==> src/rtl/lcd1602_row_driver_if.sv <==
// Pin bundle for a 1602 HD44780-compatible character LCD in 4-bit write-only mode.
interface lcd1602_row_driver_if;
    logic       LCD_E;
    logic       LCD_RS;
    logic       LCD_RW;
    logic [3:0] LCD_D;

    modport master (
        output LCD_E,
        output LCD_RS,
        output LCD_RW,
        output LCD_D
    );

    modport slave (
        input LCD_E,
        input LCD_RS,
        input LCD_RW,
        input LCD_D
    );
endinterface

==> src/rtl/lcd1602_row_driver.sv <==
// Drives a 1602 character LCD from two 16-character rows: power-up wait,
// 4-bit init sequence, then an endless refresh of line 1 and line 2 taken
// from per-line snapshots of the row inputs.
module lcd1602_row_driver #(
    parameter int unsigned T_PWRUP = 1500000,
    parameter int unsigned T_SETUP = 5,
    parameter int unsigned T_EN    = 25,
    parameter int unsigned T_INIT  = 410000,
    parameter int unsigned T_CMD   = 4000,
    parameter int unsigned T_CLR   = 164000
) (
    input  logic                  clk,
    input  logic                  reset,
    input  logic [127:0]          row_A,
    input  logic [127:0]          row_B,
    lcd1602_row_driver_if.master  lcd,
    output logic                  ready
);

    typedef enum logic [2:0] {PWRUP, INIT_NIB, INIT_BYTE, LINE_ADDR, LINE_CHARS} state_t;
    typedef enum logic [1:0] {PH_SETUP, PH_EN, PH_HOLD, PH_WAIT} phase_t;

    localparam logic [23:0] PWRUP_LAST = 24'(T_PWRUP - 1);
    localparam logic [23:0] SETUP_LAST = 24'(T_SETUP - 1);
    localparam logic [23:0] EN_LAST    = 24'(T_EN - 1);
    localparam logic [23:0] INIT_LAST  = 24'(T_INIT - 1);
    localparam logic [23:0] CMD_LAST   = 24'(T_CMD - 1);
    localparam logic [23:0] CLR_LAST   = 24'(T_CLR - 1);

    state_t         state_q, state_d;
    phase_t         phase_q, phase_d;
    logic [23:0]    timer_q, timer_d;
    logic           lo_q, lo_d;
    logic [1:0]     step_q, step_d;
    logic [3:0]     idx_q, idx_d;
    logic           line_q, line_d;
    logic [127:0]   shadow_q, shadow_d;
    logic           ready_q, ready_d;
    logic           e_q, e_d;
    logic           rs_q, rs_d;
    logic [3:0]     d_q, d_d;
    logic [23:0]    wait_last;
    logic [7:0]     byte_d;

    // State, timer, snapshot and registered pin outputs.
    always_ff @(posedge clk) begin
        if (reset) begin
            state_q  <= PWRUP;
            phase_q  <= PH_SETUP;
            timer_q  <= '0;
            lo_q     <= 1'b0;
            step_q   <= '0;
            idx_q    <= '0;
            line_q   <= 1'b0;
            shadow_q <= '0;
            ready_q  <= 1'b0;
            e_q      <= 1'b0;
            rs_q     <= 1'b0;
            d_q      <= '0;
        end else begin
            state_q  <= state_d;
            phase_q  <= phase_d;
            timer_q  <= timer_d;
            lo_q     <= lo_d;
            step_q   <= step_d;
            idx_q    <= idx_d;
            line_q   <= line_d;
            shadow_q <= shadow_d;
            ready_q  <= ready_d;
            e_q      <= e_d;
            rs_q     <= rs_d;
            d_q      <= d_d;
        end
    end

    // Sequencer: each nibble is SETUP/EN/HOLD; single init nibbles and the
    // second nibble of a byte are followed by the post-write WAIT.
    always_comb begin
        state_d  = state_q;
        phase_d  = phase_q;
        timer_d  = timer_q + 24'd1;
        lo_d     = lo_q;
        step_d   = step_q;
        idx_d    = idx_q;
        line_d   = line_q;
        shadow_d = shadow_q;
        ready_d  = ready_q;

        unique case (state_q)
            INIT_NIB:  wait_last = (step_q == 2'd0) ? INIT_LAST : CMD_LAST;
            INIT_BYTE: wait_last = (step_q == 2'd3) ? CLR_LAST : CMD_LAST;
            default:   wait_last = CMD_LAST;
        endcase

        if (state_q == LINE_ADDR && phase_q == PH_SETUP && !lo_q && timer_q == '0)
            shadow_d = line_q ? row_B : row_A;

        if (state_q == PWRUP) begin
            if (timer_q == PWRUP_LAST) begin
                state_d = INIT_NIB;
                phase_d = PH_SETUP;
                timer_d = '0;
                step_d  = '0;
                lo_d    = 1'b0;
            end
        end else begin
            unique case (phase_q)
                PH_SETUP: if (timer_q == SETUP_LAST) begin
                    phase_d = PH_EN;
                    timer_d = '0;
                end
                PH_EN: if (timer_q == EN_LAST) begin
                    phase_d = PH_HOLD;
                    timer_d = '0;
                end
                PH_HOLD: if (timer_q == SETUP_LAST) begin
                    timer_d = '0;
                    if (state_q != INIT_NIB && !lo_q) begin
                        lo_d    = 1'b1;
                        phase_d = PH_SETUP;
                    end else begin
                        phase_d = PH_WAIT;
                    end
                end
                default: if (timer_q == wait_last) begin
                    timer_d = '0;
                    phase_d = PH_SETUP;
                    lo_d    = 1'b0;
                    unique case (state_q)
                        INIT_NIB: begin
                            step_d = step_q + 2'd1;
                            if (step_q == 2'd3) state_d = INIT_BYTE;
                        end
                        INIT_BYTE: begin
                            step_d = step_q + 2'd1;
                            if (step_q == 2'd3) begin
                                state_d = LINE_ADDR;
                                line_d  = 1'b0;
                                ready_d = 1'b1;
                            end
                        end
                        LINE_ADDR: begin
                            state_d = LINE_CHARS;
                            idx_d   = '0;
                        end
                        default: begin
                            idx_d = idx_q + 4'd1;
                            if (idx_q == 4'd15) begin
                                state_d = LINE_ADDR;
                                line_d  = ~line_q;
                            end
                        end
                    endcase
                end
            endcase
        end
    end

    // Pin values decoded from the next sequencer state so E/RS/D leave flops;
    // outside a pulse this decode naturally repeats the last nibble.
    always_comb begin
        byte_d = 8'h00;
        rs_d   = 1'b0;
        d_d    = 4'h0;
        unique case (state_d)
            INIT_NIB: d_d = (step_d == 2'd3) ? 4'h2 : 4'h3;
            INIT_BYTE: begin
                unique case (step_d)
                    2'd0:    byte_d = 8'h28;
                    2'd1:    byte_d = 8'h0C;
                    2'd2:    byte_d = 8'h06;
                    default: byte_d = 8'h01;
                endcase
                d_d = lo_d ? byte_d[3:0] : byte_d[7:4];
            end
            LINE_ADDR: begin
                byte_d = line_d ? 8'hC0 : 8'h80;
                d_d    = lo_d ? byte_d[3:0] : byte_d[7:4];
            end
            LINE_CHARS: begin
                byte_d = shadow_d[{~idx_d, 3'b000} +: 8];
                rs_d   = 1'b1;
                d_d    = lo_d ? byte_d[3:0] : byte_d[7:4];
            end
            default: d_d = 4'h0;
        endcase
        e_d = (state_d != PWRUP) && (phase_d == PH_EN);
    end

    assign lcd.LCD_E  = e_q;
    assign lcd.LCD_RS = rs_q;
    assign lcd.LCD_RW = 1'b0;
    assign lcd.LCD_D  = d_q;
    assign ready      = ready_q;

endmodule

==> src/flat_wrapper.sv <==
// flat-port wrapper written by rule: the top's interface ports become plain ports
module lcd1602_row_driver_flat 
#(
    parameter int unsigned T_PWRUP = 1500000,
    parameter int unsigned T_SETUP = 5,
    parameter int unsigned T_EN    = 25,
    parameter int unsigned T_INIT  = 410000,
    parameter int unsigned T_CMD   = 4000,
    parameter int unsigned T_CLR   = 164000
)
  (clk, reset, row_A, row_B, ready, lcd_LCD_E, lcd_LCD_RS, lcd_LCD_RW, lcd_LCD_D);
  lcd1602_row_driver_if lcd_i ();
  input  logic clk;
  input  logic reset;
  input  logic [127:0] row_A;
  input  logic [127:0] row_B;
  output logic ready;
  output wire logic [$bits(lcd_i.LCD_E)-1:0] lcd_LCD_E;
  output wire logic [$bits(lcd_i.LCD_RS)-1:0] lcd_LCD_RS;
  output wire logic [$bits(lcd_i.LCD_RW)-1:0] lcd_LCD_RW;
  output wire logic [$bits(lcd_i.LCD_D)-1:0] lcd_LCD_D;
  assign lcd_LCD_E = lcd_i.LCD_E;
  assign lcd_LCD_RS = lcd_i.LCD_RS;
  assign lcd_LCD_RW = lcd_i.LCD_RW;
  assign lcd_LCD_D = lcd_i.LCD_D;
  lcd1602_row_driver #(.T_PWRUP(T_PWRUP), .T_SETUP(T_SETUP), .T_EN(T_EN), .T_INIT(T_INIT), .T_CMD(T_CMD), .T_CLR(T_CLR)) u_core (.clk(clk), .reset(reset), .row_A(row_A), .row_B(row_B), .lcd(lcd_i), .ready(ready));
endmodule
==> config.mk <==
export PLATFORM = sky130hd
export DESIGN_NAME = lcd1602_row_driver_flat
export DESIGN_NICKNAME = d
export VERILOG_FILES = /design/src/rtl/lcd1602_row_driver_if.sv /design/src/rtl/lcd1602_row_driver.sv /design/src/flat_wrapper.sv
export SDC_FILE = /design/constraint.sdc
export NUM_CORES = 1
export LEC_CHECK = 0
export CAP_MARGIN = 40
export CORE_MARGIN = 8
export CORE_UTILIZATION = 49
export DETAILED_ROUTE_END_ITERATION = 10
export PLACE_DENSITY = 0.81
export SLEW_MARGIN = 0
export SYNTH_ARGS = -nofsm -noshare
export SYNTH_HDL_FRONTEND = slang
export SYNTH_SLANG_ARGS = --single-unit
==> constraint.sdc <==
create_clock -name clk -period 3.8 [get_ports clk]
set_input_delay 0.76 -clock clk [delete_from_list [all_inputs] [get_ports clk]]
set_output_delay 0.76 -clock clk [all_outputs]
set_load 0.02 [all_outputs]
==> flow_summary_export.csv, run 1 <==
group,metric,value,unit
detailed_routing,viasPerCell,5.81,
die,ios,266,
global_route,gr-usage-all-layers,0.267,
synth,synth_common_cells,"237 x nor2_1, 172 x dfxtp_1, 133 x mux2i_1, 95 x a21oi_1, 91 x nand2_1",
placement,port_buffers,264,
clock_network,clk_path_buf_depth,2,
setup_path,max_stage_delay,0.38,ns
clock_network,numCtsBuffers,17,
synth,synth_edf_count,0,
die,dieArea,0.0251,sq mm
detailed_routing,routed_wirelength,34.8,mm
synth,synth_area_leaders,"dfxtp_1 35%, mux2i_1 13%, nor2_1 8.9%",
power,ir_drop,0.000316,V
die,die_h,159,um
global_route,grt_pass1_wl,52.2,mm
sta,fin_skew,0.0144,ns
clock_network,clock_latency,0.44,ns
sta,hold_viol,0,
clock_network,root_buffer,"clkbuf_16",
detailed_routing,drt-initial-drc-count,952,
layout,final_cells,1765,
setup_path,critPathKind,"reg2reg",
clock_network,cts_tree,"done",
setup_path,arrival,4.02,ns
global_route,grt_max_degree,98,
synth,async_reset_ff_frac,0,
synth,synth_warnings,0,
synth,synth.most_common_cell,"nor2_1",
clock_network,cts.clk_slew.worst_paths,0.07,ns
layout,fillers,1669,
global_route,grt_pass1_vias,9877,
synth,synth.avg_cell_area,8.00,sq um
global_route,antenna_found_initial,0,
flow_run,drv_cap,0,
die,rows,52,
setup_path,slowest_stage,"dfxtp_1",
min_path,hold_path.class,"reg2reg",
layout,final_core_util,0.680,
sta,timing.hold.ws,0.457,ns
global_route,grt_remaining_overflow,0,
clock_network,cts.sinks,172,
run_status,status,"completed",
clock_network,hold_buffers,0,
layout,synthToLayoutAreaGrowth,37.3,%
detailed_routing,remaining_drc_errors,0,
synth,yosysSeqAreaShare,0.346,
sta,worstMarginPinSlew,0.853,ns
synth,syn_inst,1245,
synth,synth_nets,1513,
layout,antenna_cells,0,
synth,synth_ff_type,"dfxtp_1",
synth,ys_types,79,
die,initial_utilization,0.495,
setup_path,critical_path.cell_chain,"ha_1 -> and4bb_2 -> mux2_4 -> nor4_4 -> buf_4 -> nand4_4 -> a21oi_4 -> buf_6 -> nor3_1 -> o32ai_1 -> o221a_2 -> o211ai_1 -> a32o_2",
detailed_routing,postRouteAntennaNets,0,
setup_path,required,4.13,ns
setup_path,worstSetupStartpoint,"u_core.step_q[0]",
layout,drive_gt1_frac,0.0883,
synth,synth-seq-cells,172,
sta,drv_slew,0,
power,p_leak,4.67,nW
min_path,hold_start,"u_core.shadow_q[94]",
die,core_area,0.0201,sq mm
synth,yosysTopAreaCellShare,0.346,
setup_path,crit_path_max_fanout,23,
sta,layout_min_cycle_time,3.69,ns
sta,setup_viol,0,
placement,hpwlAfterDp,26.2,mm
layout,final_nets,1750,
detailed_routing,via_count,10300,
power,power.density,290,mW/mm^2
clock_network,htreeDepth,4,
detailed_routing,dr.pass1.iters,5,
synth,yosysTopAreaCell,"dfxtp_1",
detailed_routing,wl_per_cell,19.7,um
sta,fin_setup_tns,0,ns
setup_path,cp-end-kind,"register",
setup_path,reg2reg_from,"u_core.step_q[0]",
setup_path,start_kind,"register",
placement,dp.cells,1731,
placement,place.gp.congestion,0.975,
sta,fin_crit_sh,0.970,
sta,maxSlewHeadroom,0.431,
synth,syn_area,0.00995,sq mm
sta,max_freq,0.271,GHz
die,chipWidth,159,um
-- worst max-delay path: cells and delay by family, from the launching register on --
family	cells	cell delay [ns]
adder cells (fa/ha/maj)	1	0.23
AND/OR/NAND/NOR	4	0.95
buffers and inverters	2	0.42
flip-flops	1	0.38
multiplexers	1	0.33
AO/OA/AOI/OAI	5	1.25
-- where the power goes --
part           switching, mW  leakage [nW]  total (mW)  internal (mW)
Clock                  0.820         0.287        1.76          0.940
Combinational          0.127          3.00       0.399          0.272
Sequential           0.00201          1.39        1.81           1.80
-- final cells by class --
type	instances	area [sq um]	share of cell area
Clock buffer	17	425	0.0311
Clock inverter	15	170	0.0124
Inverter	17	63.8	0.00467
Multi-Input combinational cell	960	6120	0.448
Sequential cell	172	3450	0.252
Tap cell	270	338	0.0247
Timing Repair Buffer	314	3110	0.227
-- sequential cells by signal, summed over array words and instances (netlist names) --
| register | cells |
|---|---|
| u_core.state_q | 3 |
| u_core.phase_q | 2 |
| u_core.idx_q | 4 |
| u_core.timer_q | 24 |
| u_core.step_q | 2 |
| u_core.lo_q | 1 |
| u_core.lcd.LCD_E | 1 |
| u_core.ready | 1 |
| u_core.lcd.LCD_RS | 1 |
| u_core.line_q | 1 |
| u_core.shadow_q | 128 |
| u_core.lcd.LCD_D | 4 |
-- what timing repair did --
item                                    4_1_cts  5_1_grt
hold endpoints to repair                      0        0
gates resized for setup                       0       13
setup buffers                                 0        1
endpoints found under the setup margin        0        4
-- worst paths after layout --
| check | end | slack (ns) | depth (start not counted) |
|---|---|---|---|
| setup reg to reg | u_core.lcd.LCD_D[3] | 0.11 | 13 |
| setup / recovery | u_core.lcd.LCD_D[3] | 0.11 | 13 |
| hold reg to reg | u_core.shadow_q[94] | 0.46 | 2 |
| hold / removal | u_core.shadow_q[94] | 0.46 | 2 |
-- layout by cell type, fill, tap and decap left out, drive strengths merged, types with 4 or more instances in the layout --
master	instances
a211o	7
a211oi	72
a21oi	96
a22oi	6
a31oi	4
and2	5
and3	9
buf	51
clkbuf	17
clkdlybuf4s50	263
dfxtp	172
ha	10
inv	26
mux2	20
mux2i	133
nand2	91
nand2b	5
nand3	20
nand4	14
nor2	238
nor2b	37
nor3	27
nor3b	7
nor4	7
o211ai	12
o21ai	38
o311ai	4
o31ai	7
or3	9
xnor2	12
xor2	11
-- stage by stage --
step | instance area, sq um | power (mW) | setup WS [ns]
global placement | 13000 | 2.24 | 0.208
finish | 13700 | 3.96 | 0.115
global route | 13700 | 4.08 | -0.00305
floorplan | 9950 | 1.94 | 0.354
detailed placement | 13000 | 2.24 | 0.0612
CTS | 13600 | 3.98 | 0.0245
-- cell families after synthesis --
kind of cell	Yosys count	share of synthesized area
fa+ha+maj	10	0.0126
flops	172	0.346
other cells	1	0.000377
xor+xnor	23	0.0202
compound gates	282	0.186
mux	153	0.157
buf+inv	114	0.0480
simple gates	490	0.231
-- layer usage --
metal	vias to the layer above	global-route usage	wire (um)
li1	4912	-	-
met1	4784	0.321	13700
met2	482	0.443	16800
met3	79	0.0730	3320
met4	0	0.107	991
met5	-	0	0
Note: power is estimated with default switching activity, not from simulation.
==> run 2, diff against run 1 <==
CORE_MARGIN = unset   (was 8)
==> flow_summary_export.csv, run 2 (same netlist as run 1, synthesis figures left out) <==
group,metric,value,unit
clock_network,cts_tree,"done",
setup_path,arrival,4.10,ns
detailed_routing,routed_wirelength,32.5,mm
die,ios,266,
clock_network,clock_latency,0.44,ns
detailed_routing,dr.pass1.iters,6,
layout,top_regs,"u_core.shadow_q x128, u_core.timer_q x24",
layout,largest_reg_flops,128,
clock_network,root_buffer,"clkbuf_16",
power,power.density,296,mW/mm^2
clock_network,clk_path_buf_depth,2,
setup_path,critical_path.cell_chain,"ha_2 -> and4bb_2 -> mux2_4 -> nor4_4 -> nand4_1 -> buf_4 -> o21ai_0 -> buf_4 -> nand2b_1 -> o22ai_1 -> and2_1 -> a31o_1",
placement,port_buffers,264,
layout,largest_register,"u_core.shadow_q",
setup_path,ff2ff_setup_slack,0.07,ns
setup_path,slowest_stage,"o21ai_0",
global_route,grt_pass1_wl,48.6,mm
layout,antenna_cells,0,
sta,hold_viol,0,
run_status,status,"completed",
setup_path,cpMostUsedCell,"buf_4",
detailed_routing,wl_per_cell,18.4,um
sta,worstMarginPinSlew,0.872,ns
die,rows,51,
die,initial_utilization,0.505,
clock_network,cts.clk_slew.worst_paths,0.06,ns
global_route,grt_max_degree,82,
detailed_routing,drt-initial-drc-count,1077,
placement,place.gp.congestion,0.936,
global_route,grt_remaining_overflow,0,
power,intPower,3.18,mW
detailed_routing,viasPerCell,5.82,
placement,placed_area,0.0130,sq mm
flow_run,drv_cap,0,
global_route,grt_pass1_vias,9377,
power,ir_drop,0.000328,V
layout,drive_gt1_frac,0.0935,
sta,setup_viol,0,
setup_path,reg2reg_from,"u_core.step_q[1]",
detailed_routing,postRouteAntennaNets,0,
power,p_sw_frac,0.217,
layout,final_nets,1752,
clock_network,numCtsBuffers,17,
sta,fin_skew,0.00996,ns
setup_path,crit_path_max_fanout,4,
die,chipWidth,145,um
min_path,hold_depth,2,
setup_path,start_kind,"register",
sta,max_freq,0.268,GHz
power,pwr-share-comb,0.097,
clock_network,hold_buffers,0,
die,die_h,145,um
detailed_routing,via_count,10300,
placement,hpwlAfterDp,24.0,mm
sta,fin_setup_tns,0,ns
setup_path,worst_r2r_endpoint,"u_core.lcd.LCD_D[2]",
setup_path,required,4.18,ns
global_route,antenna_found_initial,0,
setup_path,max_stage_delay,0.68,ns
die,dieArea,0.0209,sq mm
sta,rsz0062_at_grt,"false",
min_path,worst_hold_path.endpoint,"u_core.shadow_q[68]",
setup_path,critPathKind,"reg2reg",
setup_path,cp-end-kind,"register",
setup_path,ff2ff_path_depth,12,
sta,drv_slew,0,
layout,synthToLayoutAreaGrowth,38.2,%
layout,stdcell_area,0.0138,sq mm
sta,layout_min_cycle_time,3.73,ns
layout,final_common_cell,"clkdlybuf4s50_1",
detailed_routing,remaining_drc_errors,0,
layout,layout_common_cells,"263 x clkdlybuf4s50_1, 235 x nor2_1, 171 x dfxtp_1",
power,sequentialPowerShare,0.445,
min_path,hold_path.class,"reg2reg",
die,core_area,0.0197,sq mm
clock_network,cts.sinks,172,
power,p_sw,0.884,mW
sta,fin_crit_sh,0.981,
min_path,hold_start,"u_core.shadow_q[68]",
global_route,gr-usage-all-layers,0.304,
power,clkPwrFrac,0.459,
power,p_leak,4.70,nW
sta,maxSlewHeadroom,0.413,
clock_network,htreeDepth,4,
-- run 2: layout make-up --
type	instances	area (sq um)
Timing Repair Buffer	316	3120
Multi-Input combinational cell	960	6170
Fill cell	1562	5960
Sequential cell	172	3450
Tap cell	265	332
Clock inverter	13	189
Clock buffer	19	433
Inverter	17	63.8
-- run 2: what timing repair did --
item	CTS	global route
resized for setup	0	24
setup buffers	0	4
endpoints found under the hold margin	0	0
setup endpoints to repair	0	4
-- run 2: worst max-delay path by stage --
stage                                 from                  end  slack, ns  cells past startpoint
after floorplan           u_core.step_q[0]  u_core.lcd.LCD_D[2]       0.35                     14
after CTS                 u_core.step_q[0]  u_core.lcd.LCD_D[0]      0.002                     12
after global routing      u_core.step_q[1]  u_core.lcd.LCD_D[1]       0.02                     13
after global placement    u_core.step_q[0]  u_core.lcd.LCD_D[2]       0.10                     12
final                     u_core.step_q[1]  u_core.lcd.LCD_D[2]       0.07                     12
after detailed placement  u_core.step_q[0]  u_core.lcd.LCD_D[3]      0.002                     11
-- run 2: worst max-delay path: cells and delay by family, from the launching register on --
family	cells	cell delay [ns]
buffers and inverters	2	0.51
DFF	1	0.38
AOI/OAI and AO/OA	3	0.95
and+or+nand+nor	5	1.26
adders and majority gates	1	0.24
muxes	1	0.33
-- run 2: metal layers --
metal / global-route usage / part of all wire / routed length [um]
met1: 0.389 / 0.41 / 13300
met2: 0.503 / 0.47 / 15400
met3: 0.0659 / 0.093 / 3010
met4: 0.105 / 0.027 / 869
met5: 0 / 0 / 0
-- run 2: power by group through the flow --
stage / Sequential (mW) / Clock [mW] / Combinational [mW]
floorplan: 1.85 / 0 / 0.0921
global placement: 1.85 / 0 / 0.388
detailed placement: 1.85 / 0 / 0.391
CTS: 1.81 / 1.88 / 0.393
global route: 1.81 / 1.95 / 0.421
finish: 1.81 / 1.87 / 0.393
-- run 2: per-stage QoR --
step	util	power, mW	setup slack, ns	std cells	hold slack [ns]
after floorplan	-	1.94	0.354	1245	0.430
after global placement	0.659	2.24	0.104	1725	0.437
after detailed placement	0.659	2.24	0.00175	1725	0.451
after CTS	0.691	4.08	0.00174	1757	0.460
after global routing	0.698	4.18	0.0159	1762	0.469
final	0.698	4.07	0.0722	1762	0.459
